==> src/rtl/jtag_master_pkg.sv <==
// ----------------------------------------------------------------------------
// jtag_master_pkg : shared state encodings and TMS header/trailer patterns
// Revision 1.0
// ----------------------------------------------------------------------------
`default_nettype none

package jtag_master_pkg;

  typedef enum logic [2:0] {
    S_INIT  = 3'd0,
    S_IDLE  = 3'd1,
    S_HDR   = 3'd2,
    S_SHIFT = 3'd3,
    S_TRL   = 3'd4,
    S_DONE  = 3'd5
  } state_t;

  // IEEE 1149.1 TAP state numbers, common to tap_controller
  typedef enum logic [3:0] {
    TAP_EXIT2_DR  = 4'h0, TAP_EXIT1_DR  = 4'h1, TAP_SHIFT_DR  = 4'h2, TAP_PAUSE_DR  = 4'h3,
    TAP_SEL_IR    = 4'h4, TAP_UPDATE_DR = 4'h5, TAP_CAPT_DR   = 4'h6, TAP_SEL_DR    = 4'h7,
    TAP_EXIT2_IR  = 4'h8, TAP_EXIT1_IR  = 4'h9, TAP_SHIFT_IR  = 4'hA, TAP_PAUSE_IR  = 4'hB,
    TAP_RTI       = 4'hC, TAP_UPDATE_IR = 4'hD, TAP_CAPT_IR   = 4'hE, TAP_TLR       = 4'hF
  } tap_state_t;

  localparam int PAT_W = 6;

  // TMS sequences, LSB issued first
  localparam logic [PAT_W-1:0] TMS_INIT = 6'b011111;
  localparam int               INIT_LEN = 6;
  localparam logic [PAT_W-1:0] TMS_DR   = 6'b000001;
  localparam int               DR_LEN   = 3;
  localparam logic [PAT_W-1:0] TMS_IR   = 6'b000011;
  localparam int               IR_LEN   = 4;
  localparam logic [PAT_W-1:0] TMS_TRL  = 6'b000001;
  localparam int               TRL_LEN  = 2;

  function automatic int div_eff(input int d);
    return (d < 1) ? 1 : d;
  endfunction

endpackage

`default_nettype wire

==> src/rtl/jtag_tck_gen.sv <==
// ----------------------------------------------------------------------------
// jtag_tck_gen : TCK half-period divider with rise/fall strobes
// Revision 1.0
// ----------------------------------------------------------------------------
`default_nettype none

module jtag_tck_gen
  import jtag_master_pkg::*;
#(
  parameter int TCK_DIV = 2
) (
  input  logic clk,
  input  logic rst,
  input  logic en,
  output logic tck,
  output logic tck_rise,
  output logic tck_fall
);

  localparam int DIV = div_eff(TCK_DIV);
  localparam int CW  = (DIV > 1) ? $clog2(DIV) : 1;

  logic [CW-1:0] cnt_q, cnt_d;
  logic          tck_q, tck_d;
  logic          last;

  // Strobes flag the clk edge on which TCK is about to toggle
  assign last     = (cnt_q == CW'(DIV - 1));
  assign tck_rise = en && last && !tck_q;
  assign tck_fall = en && last && tck_q;
  assign tck      = tck_q;

  always_comb begin
    cnt_d = cnt_q;
    tck_d = tck_q;
    if (!en) begin
      cnt_d = '0;
      tck_d = 1'b0;
    end else if (last) begin
      cnt_d = '0;
      tck_d = ~tck_q;
    end else begin
      cnt_d = cnt_q + CW'(1);
    end
  end

  always_ff @(posedge clk) begin
    if (rst) begin
      cnt_q <= '0;
      tck_q <= 1'b0;
    end else begin
      cnt_q <= cnt_d;
      tck_q <= tck_d;
    end
  end

endmodule

`default_nettype wire

==> src/rtl/jtag_master.sv <==
// ----------------------------------------------------------------------------
// jtag_master : host-side JTAG driver issuing TAP reset / IR / DR scans
// Revision 1.0
// ----------------------------------------------------------------------------
`default_nettype none

module jtag_master
  import jtag_master_pkg::*;
#(
  parameter int DATA_W  = 32,
  parameter int LEN_W   = 5,
  parameter int TCK_DIV = 2
) (
  input  logic              clk,
  input  logic              rst,
  input  logic              cmdValid,
  output logic              cmdReady,
  input  logic              cmdRst,
  input  logic              cmdIr,
  input  logic [LEN_W-1:0]  cmdLen,
  input  logic [DATA_W-1:0] cmdData,
  output logic              rspValid,
  output logic [DATA_W-1:0] rspData,
  output logic              TCK,
  output logic              TMS,
  output logic              TDI,
  input  logic              TDO
);

  // One extra bit so the counter never wraps at cmdLen = DATA_W-1
  localparam int CNT_W = (LEN_W + 1 > 3) ? LEN_W + 1 : 3;

  state_t              state_q, state_d;
  logic [CNT_W-1:0]    idx_q, idx_d;
  logic [PAT_W-1:0]    pat_q, pat_d;
  logic [DATA_W-1:0]   shift_q, shift_d;
  logic [DATA_W-1:0]   rsp_data_q, rsp_data_d;
  logic [LEN_W-1:0]    len_q, len_d;
  logic                ir_q, ir_d;
  logic                rst_cmd_q, rst_cmd_d;
  logic                tms_q, tms_d;
  logic                tdi_q, tdi_d;
  logic                ready_q, ready_d;
  logic                rsp_valid_q, rsp_valid_d;
  logic                tck_en, tck_rise, tck_fall, accept;

  assign tck_en = (state_q == S_INIT) || (state_q == S_HDR) ||
                  (state_q == S_SHIFT) || (state_q == S_TRL);
  assign accept = cmdValid && ready_q;

  jtag_tck_gen #(.TCK_DIV(TCK_DIV)) u_tck_gen (
    .clk      (clk),
    .rst      (rst),
    .en       (tck_en),
    .tck      (TCK),
    .tck_rise (tck_rise),
    .tck_fall (tck_fall)
  );

  always_comb begin
    state_d     = state_q;
    idx_d       = idx_q;
    pat_d       = pat_q;
    shift_d     = shift_q;
    rsp_data_d  = rsp_data_q;
    len_d       = len_q;
    ir_d        = ir_q;
    rst_cmd_d   = rst_cmd_q;
    tms_d       = tms_q;
    tdi_d       = tdi_q;
    ready_d     = ready_q;
    rsp_valid_d = 1'b0;
    unique case (state_q)
      S_INIT: if (tck_fall) begin
        if (idx_q == CNT_W'(INIT_LEN - 1)) begin
          state_d     = rst_cmd_q ? S_DONE : S_IDLE;
          rsp_valid_d = rst_cmd_q;
          rst_cmd_d   = 1'b0;
          ready_d     = 1'b1;
          tms_d       = 1'b0;
        end else begin
          idx_d = idx_q + CNT_W'(1);
          tms_d = pat_q[0];
          pat_d = pat_q >> 1;
        end
      end
      S_IDLE, S_DONE: begin
        state_d = S_IDLE;
        if (accept) begin
          ready_d    = 1'b0;
          idx_d      = '0;
          tms_d      = 1'b1;
          tdi_d      = 1'b0;
          rsp_data_d = '0;
          if (cmdRst) begin
            state_d   = S_INIT;
            rst_cmd_d = 1'b1;
            pat_d     = TMS_INIT >> 1;
          end else begin
            state_d = S_HDR;
            ir_d    = cmdIr;
            len_d   = cmdLen;
            shift_d = cmdData;
            pat_d   = (cmdIr ? TMS_IR : TMS_DR) >> 1;
          end
        end
      end
      S_HDR: if (tck_fall) begin
        if (idx_q == (ir_q ? CNT_W'(IR_LEN - 1) : CNT_W'(DR_LEN - 1))) begin
          state_d = S_SHIFT;
          idx_d   = '0;
          tms_d   = (len_q == '0);
          tdi_d   = shift_q[0];
        end else begin
          idx_d = idx_q + CNT_W'(1);
          tms_d = pat_q[0];
          pat_d = pat_q >> 1;
        end
      end
      S_SHIFT: begin
        if (tck_rise) begin
          rsp_data_d = rsp_data_q | (DATA_W'(TDO) << idx_q);
        end
        if (tck_fall) begin
          shift_d = shift_q >> 1;
          if (idx_q == CNT_W'(len_q)) begin
            state_d = S_TRL;
            idx_d   = '0;
            tms_d   = 1'b1;
            tdi_d   = 1'b0;
            pat_d   = TMS_TRL >> 1;
          end else begin
            idx_d = idx_q + CNT_W'(1);
            tdi_d = shift_d[0];
            tms_d = ((idx_q + CNT_W'(1)) == CNT_W'(len_q));
          end
        end
      end
      S_TRL: if (tck_fall) begin
        if (idx_q == CNT_W'(TRL_LEN - 1)) begin
          state_d     = S_DONE;
          rsp_valid_d = 1'b1;
          ready_d     = 1'b1;
          tms_d       = 1'b0;
        end else begin
          idx_d = idx_q + CNT_W'(1);
          tms_d = pat_q[0];
          pat_d = pat_q >> 1;
        end
      end
      default: begin
        state_d = S_INIT;
        idx_d   = '0;
        pat_d   = TMS_INIT >> 1;
        tms_d   = 1'b1;
        tdi_d   = 1'b0;
        ready_d = 1'b0;
      end
    endcase
  end

  always_ff @(posedge clk) begin
    if (rst) begin
      state_q     <= S_INIT;
      idx_q       <= '0;
      pat_q       <= TMS_INIT >> 1;
      shift_q     <= '0;
      rsp_data_q  <= '0;
      len_q       <= '0;
      ir_q        <= 1'b0;
      rst_cmd_q   <= 1'b0;
      tms_q       <= 1'b1;
      tdi_q       <= 1'b0;
      ready_q     <= 1'b0;
      rsp_valid_q <= 1'b0;
    end else begin
      state_q     <= state_d;
      idx_q       <= idx_d;
      pat_q       <= pat_d;
      shift_q     <= shift_d;
      rsp_data_q  <= rsp_data_d;
      len_q       <= len_d;
      ir_q        <= ir_d;
      rst_cmd_q   <= rst_cmd_d;
      tms_q       <= tms_d;
      tdi_q       <= tdi_d;
      ready_q     <= ready_d;
      rsp_valid_q <= rsp_valid_d;
    end
  end

  assign cmdReady = ready_q;
  assign rspValid = rsp_valid_q;
  assign rspData  = rsp_data_q;
  assign TMS      = tms_q;
  assign TDI      = tdi_q;

endmodule

`default_nettype wire
==> config.mk <==
export PLATFORM = sky130hd
export DESIGN_NAME = jtag_master
export DESIGN_NICKNAME = d
export VERILOG_FILES = /design/src/rtl/jtag_master_pkg.sv /design/src/rtl/jtag_tck_gen.sv /design/src/rtl/jtag_master.sv
export SDC_FILE = /design/constraint.sdc
export NUM_CORES = 1
export LEC_CHECK = 0
export CAP_MARGIN = 20
export CORE_MARGIN = 5
export CORE_UTILIZATION = 52
export CTS_BUF_LIST = sky130_fd_sc_hd__clkbuf_16
export CTS_CLUSTER_SIZE = 14
export DETAILED_ROUTE_END_ITERATION = 16
export GPL_ROUTABILITY_DRIVEN = 0
export HOLD_SLACK_MARGIN = 0.02
export PLACE_DENSITY = 0.89
export REMOVE_ABC_BUFFERS = 1
export SLEW_MARGIN = 10
export SYNTH_ARGS = -nofsm -noshare
export SYNTH_HDL_FRONTEND = slang
export SYNTH_SLANG_ARGS = --single-unit
==> constraint.sdc <==
create_clock -name clk -period 2.6 [get_ports clk]
set_input_delay 0.52 -clock clk [delete_from_list [all_inputs] [get_ports clk]]
set_output_delay 0.52 -clock clk [all_outputs]
set_load 0.02 [all_outputs]
; ---- After elaboration in Yosys (flattened, before gate mapping)
; Index checks and enable logic that the tools add are counted.
[totals]
mem_count = 0
latch_bits = 0
inputBits = 43
ff_bits = 92
mem_bits_rw = 0
romBits = 0
out_inout_bits = 37
wordCells = 148
[classes]
n_div = 0
eq_ne = 25
bitwise = 6
n_reduce_logical = 27
n_mul = 0
shifts = 1
mux = 73
order_cmp = 0
n_addsub = 2
[ops]
columns = operator, n
row1 = $mux 32, 5
row2 = $pmux 32 s2, 2
row3 = $mux 6, 18
row4 = $pmux 6 s5, 2
row5 = $or 32x32->32, 1
row6 = $shl 1x6->32, 1
row7 = $mux 1, 27
row8 = $mux 3, 9
row9 = $ne 2x2->1 const B, 11
row10 = $pmux 3 s5, 1
row11 = $reduce_and 5->1, 3
row12 = $eq 6x5->1, 2
row13 = $reduce_and 9->1, 1
row14 = $ne 2x1->1 const B, 4
row15 = $pmux 1 s4, 2
row16 = $reduce_and 8->1, 1
row17 = $reduce_or 2->1, 4
row18 = $reduce_and 7->1, 1
row19 = $add 6x1->6 const B, 1
row20 = $eq 3x2->1 const B, 2
row21 = $eq 3x3->1 const B, 2
row22 = $eq 6x1->1 const B, 1
row23 = $eq 6x2->1, 1
row24 = $eq 6x3->1 const B, 1
row25 = other kinds (17), 31

; ---- Depth between registers and ports, before layout
; Gate-level depths: netlist of run 1.
[depth]
depth_word = 8
ltp_mapped = 9
ltp_nobuf = 7

; ---- By module
; From an unflattened synthesis of run 1, not the netlist that was laid out.
[unflattened]
hier_cells = 505
hier_area_um2 = 4055.1
[by_module_without_submodules]
columns = module, n_inst, cells_per_inst, seq_area_each_um2, area_each_um2
row1 = jtag_master, 1, 496, 1761.7, 3977.6
row2 = jtag_tck_gen, 1, 9, 40.0, 77.6

; ---- Worst setup path after synthesis of run 1
; No wires, ideal clock.
[synth_path]
path_kind = register -> register
startpoint = reg idx_q[1]
endpoint = reg pat_q[3]
path_buffers = 2
path_stages_with_launch = 10
setup_ns = 0.115
required_ns = 2.485
period_less_slack_ns = 2.004
setup_slack_ns = 0.596
t_arrival_ns = 1.889
cell_sequence = dfxtp_1 -> buf_2 -> inv_1 -> ha_1 -> or4b_4 -> o21ai_2 -> and2_1 -> buf_4 -> o21ai_1 -> o21ba_1
[synth_via]
elab_chain_len = 3
word_cells_on_any_way = 9
cone_classes = 8 x eq/ne / 1 x reduce/logical
[synth_rtl]
columns = item, line_no
row1 = "start, declared", jtag_master.sv:34  ; logic [CNT_W-1:0] idx_q, idx_d;
row2 = "start signal, assigned", jtag_master.sv:178  ; idx_q <= idx_d;
row3 = $eq 6x2->1 (tied with other cells), jtag_master.sv:109  ; if (idx_q == (ir_q ? CNT_W'(IR_LEN - 1) : CNT_W'(DR_LEN - 1))) begin
row4 = $ne 2x2->1 (no source line) / $ne 2x1->1 (equally long branches), n/a
row5 = $reduce_and 9->1 (no source line) *, n/a
row6 = "end signal, assigned", jtag_master.sv:166  ; pat_q <= TMS_INIT >> 1;
row7 = "end signal, assigned", jtag_master.sv:179  ; pat_q <= pat_d;
row8 = "end, declared", jtag_master.sv:35  ; logic [PAT_W-1:0] pat_q, pat_d;
; Every way passes the cells marked *; elsewhere a longest branch is shown, timed or not.
; A chain may end at the register's enable or synchronous reset.

; ---- Worst setup path after layout of run 1
[layout_path]
startpoint = reg idx_q[4]
endpoint = reg idx_q[2]
[layout_via]
elab_chain_len = 4
word_cells_on_any_way = 12
cone_classes = 6 x eq/ne / 5 x mux / 1 x reduce/logical
[layout_rtl]
columns = item, line_no
row1 = $eq 6x5->1 / $eq 6x2->1 (equally long branches), "jtag_master.sv:126, jtag_master.sv:109"
row2 = $mux 6 (on tied branches), "jtag_master.sv:126, jtag_master.sv:109"
row3 = $mux 6 (on tied branches), "jtag_master.sv:124, jtag_master.sv:108"
row4 = $pmux 6 s5, jtag_master.sv:73  ; unique case (state_q)
; Several ways; a longest one is shown, not always the timed one. The select of a mux whose other input is x is not followed.

==> qor.csv, run 1 <==
stage;metric;value;unit
timing;tightestPinTransition;745.2;ps
timing;finalSetupViolCount;0;
logic_synthesis;synth_edf_count;0;
pwr;swShare;26.39;%
timing;skew;7.448;ps
layout;nets;624;
pwr;peakVddDrop;0.2954;mV
floorplan;fp.coreArea;7807;sq um
timing;slew_viol_final;0;
floorplan;die_h;99.82;um
global_routing;grt_use_total;23.05;%
logic_synthesis;yosysMostFrequentCell;dfxtp_1;
route;topRoutingLayerUsed;met4;
timing;max_freq;0.4612;GHz
clock_tree;cts_setup_buffers;0;
global_routing;grt_max_degree;65;
outcome;outcome;complete, no violations;
floorplan;dieArea;9964;sq um
timing;min_period_over_period;83.39;%
worst_setup_path;critPathMaxFanout;11;
layout;final_cell_area;5355;sq um
logic_synthesis;synthMuxAreaShare;0.2684;%
clock_tree;ctsLongestPathBuffers;2;
worst_setup_path;critical_path.max_stage_delay;620;ps
logic_synthesis;synth_top_family_by_area;simple AND/OR/NAND/NOR gates;
logic_synthesis;ys_types;56;
timing;maxSlewHeadroom;50.22;%
route;drt_iter0_markers;398;
logic_synthesis;synth_area;4195;sq um
pwr;total_leakage_power;0.001941;uW
logic_synthesis;synth_top_cells_by_area;dfxtp_1, nor2_1, a311oi_1, a21oi_1, nand3_1;
route;wire_per_inst;16.67;um
logic_synthesis;synth_compound_area_share;22.82;%
logic_synthesis;ys_seq_elements;90;
clock_tree;cts_root_buf;clkbuf_16;
logic_synthesis;synthArstFlopShare;0;%
logic_synthesis;synth_cells;516;
route;drt-total-wl;11440;um
logic_synthesis;yosys_warnings;0;
worst_setup_path;path_class;reg -> reg;
route;met2_length;5575;um
route;ant_nets;0;
timing;fin_ws;431.8;ps
route;route.detailed.drc;0;
place;dpl.hpwl;7869;um
route;drt-met1-wl;4611;um
route;vias;4181;
logic_synthesis;yosysTopAreaCell;dfxtp_1;
floorplan;dieWidth;99.82;um
logic_synthesis;postSynthAreaPerCell;8.130;sq um
worst_setup_path;cp_slowest_cell;dfxtp_1;
logic_synthesis;synth_top_area_share;42.95;%
logic_synthesis;yosys.area_share.simple;25.50;%
global_routing;grt_first_pass_wirelength;18840;um
flow_run;cap_violations;0;
timing;grt_setup_unrepaired;false;
worst_hold_path;min-delay-path-class;reg -> reg;
pwr;clock_power_share;42.3;%
logic_synthesis;yosysSeqAreaShare;42.95;%
clock_tree;worstSkewPairLatency;350;ps
logic_synthesis;synthTopCellsByCount;dfxtp_1, nor2_1, a21oi_1;
layout;synthToLayoutAreaGrowth;27.65;%
global_routing;antenna_found_initial;0;
clock_tree;cts_tree;done;
pwr;p_seq_share;47.8;%
worst_setup_path;crit_arrival;2400;ps
place;place_area;5065;sq um
clock_tree;numCtsBuffers;9;
logic_synthesis;synth-main-ff-cell;dfxtp_1;
worst_setup_path;crit_required;2840;ps
worst_setup_path;critPathLaunchType;register;
logic_synthesis;yosys.area_share.adder;0.5965;%
timing;fin_crit;2168;ps
global_routing;grt_pass1_vias;3957;
pwr;p_per_area;567.2;nW/um^2
timing;finalHoldViolCount;0;
global_routing;overflow;0;
clock_tree;htreeDepth;3;
place;dp_slack;314.6;ps
clock_tree;ctsHoldBuffers;0;
layout;drive_gt1_share;7.877;%
worst_setup_path;critPathCaptureType;register;
worst_setup_path;cp_cell_sequence;xor2_2 -> nor4b_4 -> a21oi_1 -> o2111ai_1 -> nand3_1;
pwr;p_int;2236;uW
route;dr.pass1.iters;5;
floorplan;row_count;32;
route;vias_per_cell;6.095;
place;port_buffers;79;
clock_tree;clock_sinks;90;
route;dr_wl_met3;956;um
layout;utilization;68.59;%
floorplan;start_util;53.73;%
logic_synthesis;synth-xor-area-share;2.475;%
clock_tree;ctsResizeCount;0;
pwr;p_sw;801.4;uW
pwr;combPwrFrac;10.0;%
layout;n_antenna_cell;0;
clock_tree;clkTransAtPathRegs;70;ps
floorplan;io_pins;80;
-- power groups by stage --
stage	Combinational, uW	Sequential (uW)	Clock, uW
6_report	302	1450	1280
5_1_grt	331	1450	1360
4_1_cts	299	1450	1290
3_5_place_dp	297	1480	0
3_3_place_gp	289	1480	0
2_1_floorplan	141	1490	0
-- cell type report --
type / instances / area [sq um]
clock buffers: 9 / 225.2
clock inverters: 7 / 65.06
fillers: 602 / 2452
inverters: 6 / 22.52
multi-input cells: 377 / 2177
flip-flops and latches: 90 / 1802
well taps: 102 / 127.6
repair buffers: 95 / 935.9
-- layout by cell type (no fill, tap or decap), types with 3 or more instances in the layout --
cell type / n
dfxtp_1: 90
nor2_1: 89
clkdlybuf4s50_1: 79
a21oi_1: 52
nand2_1: 50
nand3_1: 43
a311oi_1: 34
buf_4: 14
o21ai_0: 9
clkbuf_16: 9
o2111ai_1: 7
xnor2_1: 7
inv_1: 6
nor4_1: 6
nand2b_1: 6
o21ai_1: 5
and2_1: 4
o211ai_1: 4
a31oi_1: 4
a2bb2oi_1: 4
nand4_1: 4
nor3_1: 4
inv_6: 4
nor2b_1: 3
xor2_1: 3
a211oi_1: 3
-- critical path: cells and delay by family (launching register included) --
kind            cells  cell delay (ps)
compound gates      2              650
simple gates        2              590
xor+xnor            1              200
flops               1              620
-- through the flow --
stage	total power (uW)	hold slack, ps	std cells	TNS [ps]
floorplan	1631	440.6	473	-27350
global placement	1766	451.9	670	0
detailed placement	1777	457.2	670	0
CTS	3041	475.7	686	0
global route	3147	489.7	686	0
finish	3037	471.0	686	0
-- cells by family after synthesis --
kind of cell	Yosys count
fa+ha+maj	2
xor+xnor	11
buf+inv	49
simple gates	227
flops	90
compound gates	136
mux	1
-- metal layers --
metal / vias to the layer above / track usage (%)
met5: - / 0
met4: 0 / 9.979
li1: 1989 / -
met2: 231 / 37.46
met1: 1927 / 29.50
met3: 34 / 5.003
-- worst paths after layout --
path | startpoint | to | slack (ps) | depth (start not counted)
min reg2reg | rspData[11] | rspData[11] | 470 | 2
min | rspData[11] | rspData[11] | 470 | 2
max | idx_q[4] | idx_q[2] | 430 | 5
max reg2reg | idx_q[4] | idx_q[2] | 430 | 5
-- state kept, by name, indices dropped and copies added (netlist names), 3 cells and up --
| signal | count |
|---|---|
| len_q | 5 |
| shift_q | 32 |
| pat_q | 4 |
| rspData | 32 |
| state_q | 3 |
| idx_q | 6 |
No activity file was read; power rests on OpenSTA's default activity.
==> run 2, diff against run 1 <==
Settings changed: CORE_UTILIZATION 52 to 47, PLACE_DENSITY 0.89 to 0.85.
Clock period 2.6 ns to 1.96 ns, I/O delays scaled along.
==> qor.csv, run 2 (synthesis results as in run 1) <==
stage;metric;value;unit
outcome;outcome;complete, but fails checks;
layout;multi_input_area;2267;sq um
route;wire_per_inst;16.72;um
route;route.detailed.drc;0;
timing;finalSetupViolCount;4;
global_routing;grt_max_degree;49;
worst_hold_path;whs_path_depth;2;
clock_tree;ctsHoldBuffers;0;
clock_tree;htreeDepth;3;
floorplan;start_util;48.11;%
timing;max_freq;0.4967;GHz
place;port_buffers;79;
worst_setup_path;startpoint;idx_q[3];
worst_hold_path;min-delay-path-class;reg -> reg;
clock_tree;clkTransAtPathRegs;60;ps
pwr;p_per_area;701.6;nW/um^2
place;dpl.hpwl;8274;um
timing;hold_slack;476.9;ps
global_routing;overflow;0;
layout;nets;656;
route;dr.pass1.iters;5;
layout;nFillCells;672;
worst_setup_path;cp_slowest_cell;nor4_1;
timing;fin_crit;2013;ps
clock_tree;worstSkewPairLatency;340;ps
floorplan;row_count;34;
timing;fin_ws;-53.26;ps
worst_setup_path;path_delay_family;compound AO/OA/AOI/OAI gates;
timing;tightestPinTransition;650.2;ps
floorplan;io_pins;80;
clock_tree;numCtsBuffers;9;
global_routing;grt_pass1_vias;3920;
layout;n_antenna_cell;0;
worst_setup_path;critPathCaptureType;register;
layout;final_cell_mix;nor2_1, dfxtp_1, clkdlybuf4s50_1;
pwr;peakVddDrop;0.3693;mV
timing;skew;7.553;ps
worst_setup_path;critPathLaunchType;register;
route;drt_iter0_markers;450;
route;drt-total-wl;12110;um
worst_setup_path;cp_cell_sequence;nor4_1 -> a31oi_1 -> a311oi_4 -> buf_4 -> o21ai_2 -> o21ba_1;
clock_tree;clock_sinks;90;
clock_tree;ctsLongestPathBuffers;2;
layout;drive_gt1_share;15.91;%
worst_setup_path;critical_path.max_stage_delay;490;ps
worst_setup_path;critPathMaxFanout;4;
floorplan;dieArea;10920;sq um
worst_setup_path;path_class;reg -> reg;
route;vias_per_cell;5.892;
worst_setup_path;crit_arrival;2250;ps
global_routing;grt_first_pass_wirelength;19100;um
layout;synthToLayoutAreaGrowth;36.74;%
worst_setup_path;crit_required;2200;ps
timing;maxSlewHeadroom;56.49;%
clock_tree;cts_tree;done;
route;vias;4266;
worst_setup_path;path_depth;6;
timing;finalHoldViolCount;0;
outcome;failed_checks;setup timing;
flow_run;cap_violations;0;
global_routing;antenna_found_initial;0;
clock_tree;cts_root_buf;clkbuf_16;
floorplan;dieWidth;104.5;um
route;ant_nets;0;
layout;final_common_cell;nor2_1;
worst_setup_path;critPathCapture;pat_q[3];
worst_setup_path;worst-path-buf-inv;1;
worst_setup_path;reg2reg_setup_slack;-50;ps
worst_setup_path;rr_worst_depth;6;
layout;seq_area;1812;sq um
timing;slew_viol_final;0;
timing;grt_setup_unrepaired;true;
pwr;finalPower;4025;uW
timing;min_period_over_period;102.7;%
worst_setup_path;timing.rr.end;pat_q[3];
pwr;total_leakage_power;0.002122;uW
floorplan;die_h;104.5;um
worst_setup_path;r2r-start;idx_q[3];
global_routing;grt_use_total;20.85;%
floorplan;fp.coreArea;8721;sq um
==> run 2: timing repair <==
item | in CTS | in global routing
hold endpoints to repair | 0 | 0
endpoints found under the setup margin | 4 | 53
setup buffers | 0 | 8
gates cloned | 0 | 0
gates resized for setup | 2 | 27
pin swaps | 0 | 9
==> run 2: cell type report <==
type | instances | share of cell area [%]
repair buffers | 127 | 21.20
well taps | 108 | 2.356
clock inverters | 7 | 1.025
inverters | 6 | 0.3926
multi-input cells | 377 | 39.52
clock buffers | 9 | 3.926
flip-flops and latches | 90 | 31.58
==> run 2: how the worst min path moves through the flow <==
stage / endpoint / slack [ps] / from
2_1_floorplan: shift_q[31] / 440 / shift_q[31]
3_3_place_gp: pat_q[2] / 460 / pat_q[3]
3_5_place_dp: rspData[2] / 460 / rspData[2]
4_1_cts: rspData[2] / 480 / rspData[2]
5_1_grt: shift_q[31] / 500 / shift_q[31]
6_report: rspData[2] / 480 / rspData[2]
==> run 2: report_power, final <==
part / internal (uW) / switching (uW) / total [uW] / leakage (uW)
Sequential: 1880 / 47.5 / 1930 / 0.000732
Clock: 879 / 764 / 1640 / 0.000133
Combinational: 225 / 229 / 454 / 0.00126
==> run 2: worst register-to-register path, cell delays in order (launching register included) <==
cell and delay (ps):
dfxtp_4 360, nor4_1 490, a31oi_1 260, a311oi_4 370, buf_4 180, o21ai_2 80
o21ba_1 180
==> run 2: routing by layer <==
metal / up-vias / wire [um] / share of wire (%) / GRT usage (%)
met5: - / 0 / 0 / 0
met4: 0 / 277 / 2.3 / 7.956
met3: 25 / 732 / 6.0 / 3.414
met2: 176 / 6069 / 50 / 35.16
met1: 2019 / 5028 / 42 / 26.56
li1: 2046 / - / - / -
==> run 2: per-stage QoR <==
step           setup TNS, ps  instance area [sq um]  cells  utilization [%]  setup slack, ps
6_report              -178.1                   5737    724            65.78           -53.26
5_1_grt               -783.0                   5737    724            65.78           -150.8
4_1_cts                    0                   5575    717            63.93           0.1446
3_5_place_dp          -633.1                   5285    701            60.60           -154.0
3_3_place_gp          -81.11                   5285    701            60.60           -50.15
2_1_floorplan         -73680                   3991    473                -            -1494
==> run 3, diff against run 2 <==
Settings changed: CORE_MARGIN 5 to not set, CTS_CLUSTER_SIZE 14 to not set, TNS_END_PERCENT set to 30.
==> qor.csv, run 3 (synthesis results as in run 1) <==
stage;metric;value;unit
outcome;outcome;complete, no violations;
worst_setup_path;startpoint;idx_q[1];
layout;nets;650;
worst_setup_path;critical_path.max_stage_delay;470;ps
worst_setup_path;reg2reg_setup_slack;50;ps
clock_tree;ctsLongestPathBuffers;2;
route;route.detailed.drc;0;
layout;drive_gt1_share;14.43;%
layout;n_antenna_cell;0;
layout;final_cell_mix;nor2_1, dfxtp_1, clkdlybuf4s50_1;
worst_setup_path;crit_required;2200;ps
layout;nFillCells;661;
route;dr.pass1.iters;5;
worst_hold_path;min-delay-path-class;reg -> reg;
worst_setup_path;critPathMaxFanout;7;
worst_setup_path;critPathCaptureType;register;
timing;max_freq;0.5230;GHz
worst_setup_path;cpMostUsedCell;o21ai_2;
place;port_buffers;79;
floorplan;io_pins;80;
layout;multi_input_area;2267;sq um
layout;synthToLayoutAreaGrowth;36.18;%
global_routing;use_met1;33.80;%
worst_hold_path;min_from;pat_q[2];
timing;slew_viol_final;0;
timing;finalHoldViolCount;0;
timing;maxSlewHeadroom;53.36;%
timing;min_period_over_period;97.56;%
floorplan;row_count;34;
worst_setup_path;cp_slowest_cell;or4b_4;
floorplan;dieArea;9308;sq um
place;dpl.hpwl;7897;um
route;vias_per_cell;6.141;
layout;final_common_cell;nor2_1;
route;drt-total-wl;12170;um
timing;setup_tns;0;ps
global_routing;gr-max-usage-layer;met2;
worst_setup_path;critPathLaunchType;register;
global_routing;grt_pass1_vias;4017;
worst_setup_path;cp_cell_sequence;inv_2 -> ha_4 -> or4b_4 -> o21ai_2 -> and2_4 -> buf_4 -> o21ai_2 -> o21ba_1;
worst_setup_path;crit_arrival;2150;ps
timing;fin_crit;1912;ps
timing;skew;9.328;ps
pwr;p_per_area;723.9;nW/um^2
timing;finalSetupViolCount;0;
worst_setup_path;r2r-start;idx_q[1];
global_routing;grtUsageMet2;42.37;%
route;wire_per_inst;16.96;um
timing;grt_setup_unrepaired;true;
route;drt_iter0_markers;411;
floorplan;dieWidth;96.48;um
global_routing;grt_use_total;26.27;%
floorplan;start_util;48.34;%
clock_tree;numCtsBuffers;9;
layout;seq_area;1808;sq um
clock_tree;worstSkewPairLatency;340;ps
floorplan;die_h;96.48;um
clock_tree;cts_tree;done;
route;vias;4409;
floorplan;fp.coreArea;8678;sq um
global_routing;grt_max_degree;49;
clock_tree;clkTransAtPathRegs;70;ps
route;ant_nets;0;
clock_tree;clock_sinks;90;
global_routing;overflow;0;
clock_tree;cts_root_buf;clkbuf_16;
timing;fin_ws;47.88;ps
clock_tree;htreeDepth;3;
pwr;peakVddDrop;0.3671;mV
global_routing;grt_first_pass_wirelength;19000;um
worst_setup_path;path_class;reg -> reg;
pwr;total_leakage_power;0.002113;uW
global_routing;grt_util_met3;3.912;%
timing;tightestPinTransition;697.1;ps
global_routing;antenna_found_initial;0;
place;dp_slack;-154.2;ps
flow_run;cap_violations;0;
==> run 3: metrics by stage <==
step	instance area [sq um]	utilization [%]	instances	hold WS [ps]	total power, uW
3_3_place_gp	5273	60.76	701	449.5	2368
5_1_grt	5713	65.83	718	500.7	4257
3_5_place_dp	5273	60.76	701	463.8	2384
2_1_floorplan	3991	-	473	440.6	2164
4_1_cts	5592	64.43	717	480.3	4118
6_report	5713	65.83	718	473.7	4135
==> run 3: cell type report <==
cell class	count	share of cell area, %
multi-input combinational	377	39.68
tap	108	2.365
inverter	6	0.3942
sequential	90	31.65
clock inverter	7	1.314
clock buffer	9	3.942
timing repair buffer	121	20.65
==> run 3: worst max-delay path: cells and delay by family, from the launching register on <==
| kind | cells | cell delay (ps) |
|---|---|---|
| buffers and inverters | 2 | 230 |
| and+or+nand+nor | 2 | 650 |
| AOI/OAI and AO/OA | 3 | 470 |
| adders and majority gates | 1 | 130 |
| DFF | 1 | 340 |
==> run 3: where the power goes <==
part           total [uW]  internal, uW  leakage [uW]  switching (uW)
Combinational         462           228       0.00124             234
Sequential           1930          1880      0.000731            44.1
Clock                1750           995      0.000140             753
==> run 3: layer usage <==
metal / vias to the layer above / part of all wire [%]
met2: 215 / 49
met1: 2114 / 42
met3: 41 / 6.3
met4: 0 / 3.0
met5: - / 0
li1: 2039 / -
==> run 3: timing repair <==
action                     in CTS  in global routing
setup buffers                   0                  1
hold buffers                    0                  0
pin swaps                       1                  7
gates cloned                    0                  1
setup endpoints to repair      12                 27
hold endpoints to repair        0                  0
gates resized for setup         5                 22
==> run 3: final timing paths <==
check | end | cells past startpoint
hold reg to reg | pat_q[1] | 2
setup / recovery | pat_q[3] | 8
hold / removal | pat_q[1] | 2
setup reg to reg | pat_q[3] | 8
==> patch 1 (config.mk and constraints of run 1) <==
Set the parameter `LEN_W` to 10 (it was 5).
--- a/src/rtl/jtag_master.sv
+++ b/src/rtl/jtag_master.sv
@@ -10,3 +10,3 @@
   parameter int DATA_W  = 32,
-  parameter int LEN_W   = 5,
+  parameter int LEN_W   = 10,
   parameter int TCK_DIV = 2
Interface: changed (resized cmdLen); port bits go from 80 to 85. No check against the original RTL was run, so the function may have changed too.
==> patch 1 against run 1 <==
Synthesized area increased by 15%; final area increased by 13%; count of clock-buffer cells in the layout unchanged; wire length increased by 15%; power increased by 6.4%; worst setup slack got worse by 0.26 ns; clock power increased by 12%; synthesized cell count increased by 15%; sequential cell count increased by 10; die area increased by 14%; critical path type unchanged; largest cell class unchanged.
==> patch 1: results (changes against run 1) <==
outcome:
  status: "finished, final reports clean"
cells_and_area:
  drive_above_1_share: 0.07867  # -0.00009844
  stdcell_count: 772  # +13%
  nNonClkBuffers: 98  # +3.2%
  seq-cell-share: 0.3297  # -0.006756
  nFlopsAndLatches: 100  # +11%
  fillers: 706  # +17%
  nets: 706  # +13%
  nonClkBufAreaFrac: 0.1570  # -0.01775
  area.growth.synth_to_final_pct: 25.40
  multi_input_cells: 441  # +17%
global_route:
  grt_pass1_wl_mm: 21.78  # +16%
  grt_pass1_vias: 4529  # +14%
  track_usage: 0.2328  # +0.002283
sta:
  fin_skew_ns: 0.01166  # +0.004213 ns
  hold_slack_ns: 0.4755  # +0.004446 ns
place:
  dp.cells: 756  # +13%
  hpwlAfterDp_mm: 9.151  # +16%
  io_buffers: 84  # +6.3%
  post_dp_cell_area_um2: 5746  # +13%
  place_ws_ns: 0.04107  # -0.2735 ns
yosys:
  synth_xor_area_frac: 0.03437  # +0.009613
  muxShareOfSynthArea: 0.02946  # +0.02677
  synthAdderAreaFrac: 0.005168  # -0.0007968
  synth_compound_area_frac: 0.1935  # -0.03461
  synth.distinct_cells: 65  # +16%
  synth.cells.most_frequent: "104 x nor2_1, 100 x dfxtp_1, 53 x nand2_1"
  yosysMostFrequentCell: "nor2_1"
  synth_area_per_cell_um2: 8.179  # +0.60%
  ys_seq_area_frac: 0.4134  # -0.01603
  ys.flop_type: "dfxtp_1"
  synth.top_cells.by_area: "dfxtp_1 41%, nor2_1 8.1%, a311oi_1 5.6%"
power:
  p_leak_nw: 2.174  # +12%
  ir_drop_uv: 377.8  # +28%
  p_clk_frac: 0.441  # +0.018
  internal_power_mw: 2.432  # +8.8%
  p_seq_mw: 1.55  # +7%
critical_path:
  worstPathMaxFanout: 9  # -2
  cp_data_arrival_time_ns: 2.69  # +0.29 ns
  r2r-start: "idx_q[0]$_SDFFE_PP0P_"
detailed_routing:
  drtIter0Drc: 397  # -0.25%
  wl_per_cell_um: 17.02  # +2.1%
min_path:
  holdPathEnd: "rspData[4]$_SDFFE_PP0P_"
  min_from: "rspData[4]$_SDFFE_PP0P_"
## patch 1: worst max-delay path by stage
| stage | startpoint | to | slack (ns) | depth (start not counted) |
|---|---|---|---|---|
| after detailed placement | cmdValid | rspData[13]$_SDFFE_PP0P_ | 0.04 | 7 |
| after CTS | idx_q[0]$_SDFFE_PP0P_ | idx_q[10]$_SDFFE_PP0P_ | 0.23 | 6 |
| final | idx_q[0]$_SDFFE_PP0P_ | idx_q[10]$_SDFFE_PP0P_ | 0.17 | 6 |
| after floorplan | state_q[0]$_SDFFE_PP0P_ | shift_q[0]$_SDFFE_PP0P_ | -0.76 | 4 |
| after global routing | idx_q[0]$_SDFFE_PP0P_ | TMS$_SDFFE_PP1P_ | 0.03 | 7 |
| after global placement | cmdValid | rspData[13]$_SDFFE_PP0P_ | 0.19 | 7 |
## patch 1: layer usage
metal,vias to the layer above,share of wire,global-route usage
met5,-,0,0
met2,214,0.47,0.3679
met1,2228,0.42,0.3082
met4,0,0.022,0.07945
li1,2261,-,-
met3,33,0.085,0.06254
==> patch 2 (settings of run 1) <==
Without the edit above. One comparison of `idx_q` changes from == to >=.
--- a/src/rtl/jtag_master.sv
+++ b/src/rtl/jtag_master.sv
@@ -74,3 +74,3 @@
       S_INIT: if (tck_fall) begin
-        if (idx_q == CNT_W'(INIT_LEN - 1)) begin
+        if (idx_q >= CNT_W'(INIT_LEN - 1)) begin
           state_d     = rst_cmd_q ? S_DONE : S_IDLE;
Behaviour: no difference found for any inputs over 10 cycles, from zero or initial values and one cycle with rst high; that may be too few to reach the edited logic, so the function may still have changed.
==> patch 2 against run 1 <==
Combinational power increased by 85%; critical path depth increased by 3; sequential cell count unchanged; maximum frequency decreased by 4.9%; final area increased by 0.96%; first-iteration DRC count decreased by 51%; worst setup slack got worse by 0.11 ns; power increased by 11%; largest cell class unchanged; synthesized area decreased by 1.6%; wire length decreased by 2.9%.
==> patch 2: results (changes against run 1) <==
power:
  p_clk_frac: 0.385  # -0.038
  p_leak_nw: 1.930  # -0.55%
  p_total_mw: 3.368  # +11%
  internal_power_mw: 2.445  # +9.4%
  seqPwrFrac: 0.450  # -0.028
  ir_drop_uv: 377.4  # +28%
detailed_routing:
  wl_met2_mm: 5.327  # -4.4%
  m1WireLength_mm: 4.754  # +3.1%
  firstDrtPassIters: 5  # unchanged
  wirelength_mm: 11.11  # -2.9%
  wl_met3_um: 904  # -5.4%
  wl_per_cell_um: 16.22  # -2.7%
  vias: 4094  # -2.1%
  highest_layer: "met4"
  drtIter0Drc: 196  # -51%
place:
  dp.cells: 669  # -0.15%
  io_buffers: 79  # unchanged
  place_ws_ns: 0.2302  # -0.08440 ns
  hpwlAfterDp_mm: 7.698  # -2.2%
  post_dp_cell_area_um2: 5105  # +0.79%
clock_tree:
  cts-root-buf: "clkbuf_16"
  numCtsBuffers: 9  # unchanged
  ctsResizeCount: 0  # unchanged
  cts_hold_buffers: 0  # unchanged
  clkSlewWorstSetupHoldPaths_ns: 0.07  # about the same
  postCtsSetupRepairBufs: 0  # unchanged
yosys:
  ys_seq_area_frac: 0.4366  # +0.007162
  synth.distinct_cells: 59  # +5.4%
  async_reset_ff_frac: 0  # unchanged
  yosysWarnings: 0  # unchanged
  synth.cells.most_frequent: "90 x dfxtp_1, 87 x nor2_1, 46 x nand2_1"
  synth.top_cells.by_area: "dfxtp_1 44%, nor2_1 7.9%, a311oi_1 6.8%"
  synth_cells: 501  # -2.9%
sta:
  fin_skew_ns: 0.007120  # -0.0003278 ns
  worst_slew_pin_slew_ns: 0.7082  # -0.03703 ns
cells_and_area:
  drive_above_1_share: 0.08576  # +0.006996
  nets: 624  # unchanged
  fillers: 568  # -5.6%
  multiInputGateArea_um2: 2146  # -1.4%
  antenna_cells: 0  # unchanged
critical_path:
  worstPathMaxFanout: 8  # -3
  cp_data_arrival_time_ns: 2.54  # +0.14 ns
global_route:
  grt_pass1_wl_mm: 18.49  # -1.9%
  grt_pass1_vias: 3900  # -1.4%
  overflow: 0  # unchanged
  track_usage: 0.2253  # -0.005211
  grt_max_degree: 64  # -1.5%
  antenna_found_initial: 0  # unchanged
outcome:
  status: "finished, final reports clean"
-- patch 2: changes by cell type after synthesis, moves of 5 or more --
| cell | run 1 | this run |
|---|---|---|
| a21oi_1 | 52 | 45 |
| and3_1 | 2 | 7 |
| buf_2 | 13 | 5 |
| clkbuf_1 | 25 | 30 |
| inv_1 | 6 | 11 |
| mux2i_1 | 0 | 10 |
| nor4b_1 | 0 | 5 |
-- patch 2: cell type report --
cell class,instances,area share
clock buffer,9,0.04166
clock inverter,7,0.01412
inverter,11,0.007637
multi-input combinational,364,0.3969
sequential,90,0.3333
tap,102,0.02361
timing repair buffer,102,0.1828
-- patch 2: cell families after synthesis --
group	share of synthesized area
fa+ha+maj	0.009097
xor+xnor	0.02122
compound gates	0.2071
simple gates	0.2492
flops	0.4366
mux	0.03062
buf+inv	0.04609
-- patch 2: critical path, cell delays in order (launching register included) --
cell	delay [ns]
dfxtp_1	0.46
inv_1	0.13
ha_1	0.20
nand2b_1	0.15
a211o_1	0.36
a31o_4	0.31
a211oi_4	0.24
buf_4	0.18
mux2i_1	0.18
-- patch 2: final timing paths --
path                                 start                        to  slack [ns]  depth (start not counted)
setup reg to reg     idx_q[1]$_SDFFE_PP0P_     pat_q[0]$_SDFFE_PP1P_        0.32                          8
setup / recovery     idx_q[1]$_SDFFE_PP0P_     pat_q[0]$_SDFFE_PP1P_        0.32                          8
hold / removal    rspData[19]$_SDFFE_PP0P_  rspData[19]$_SDFFE_PP0P_        0.48                          2
hold reg to reg   rspData[19]$_SDFFE_PP0P_  rspData[19]$_SDFFE_PP0P_        0.48                          2
-- patch 2: metal layers --
layer	vias up	GRT usage
met1	1909	0.2971
met5	-	0
met2	201	0.3611
li1	1968	-
met3	16	0.06582
met4	0	0.05987
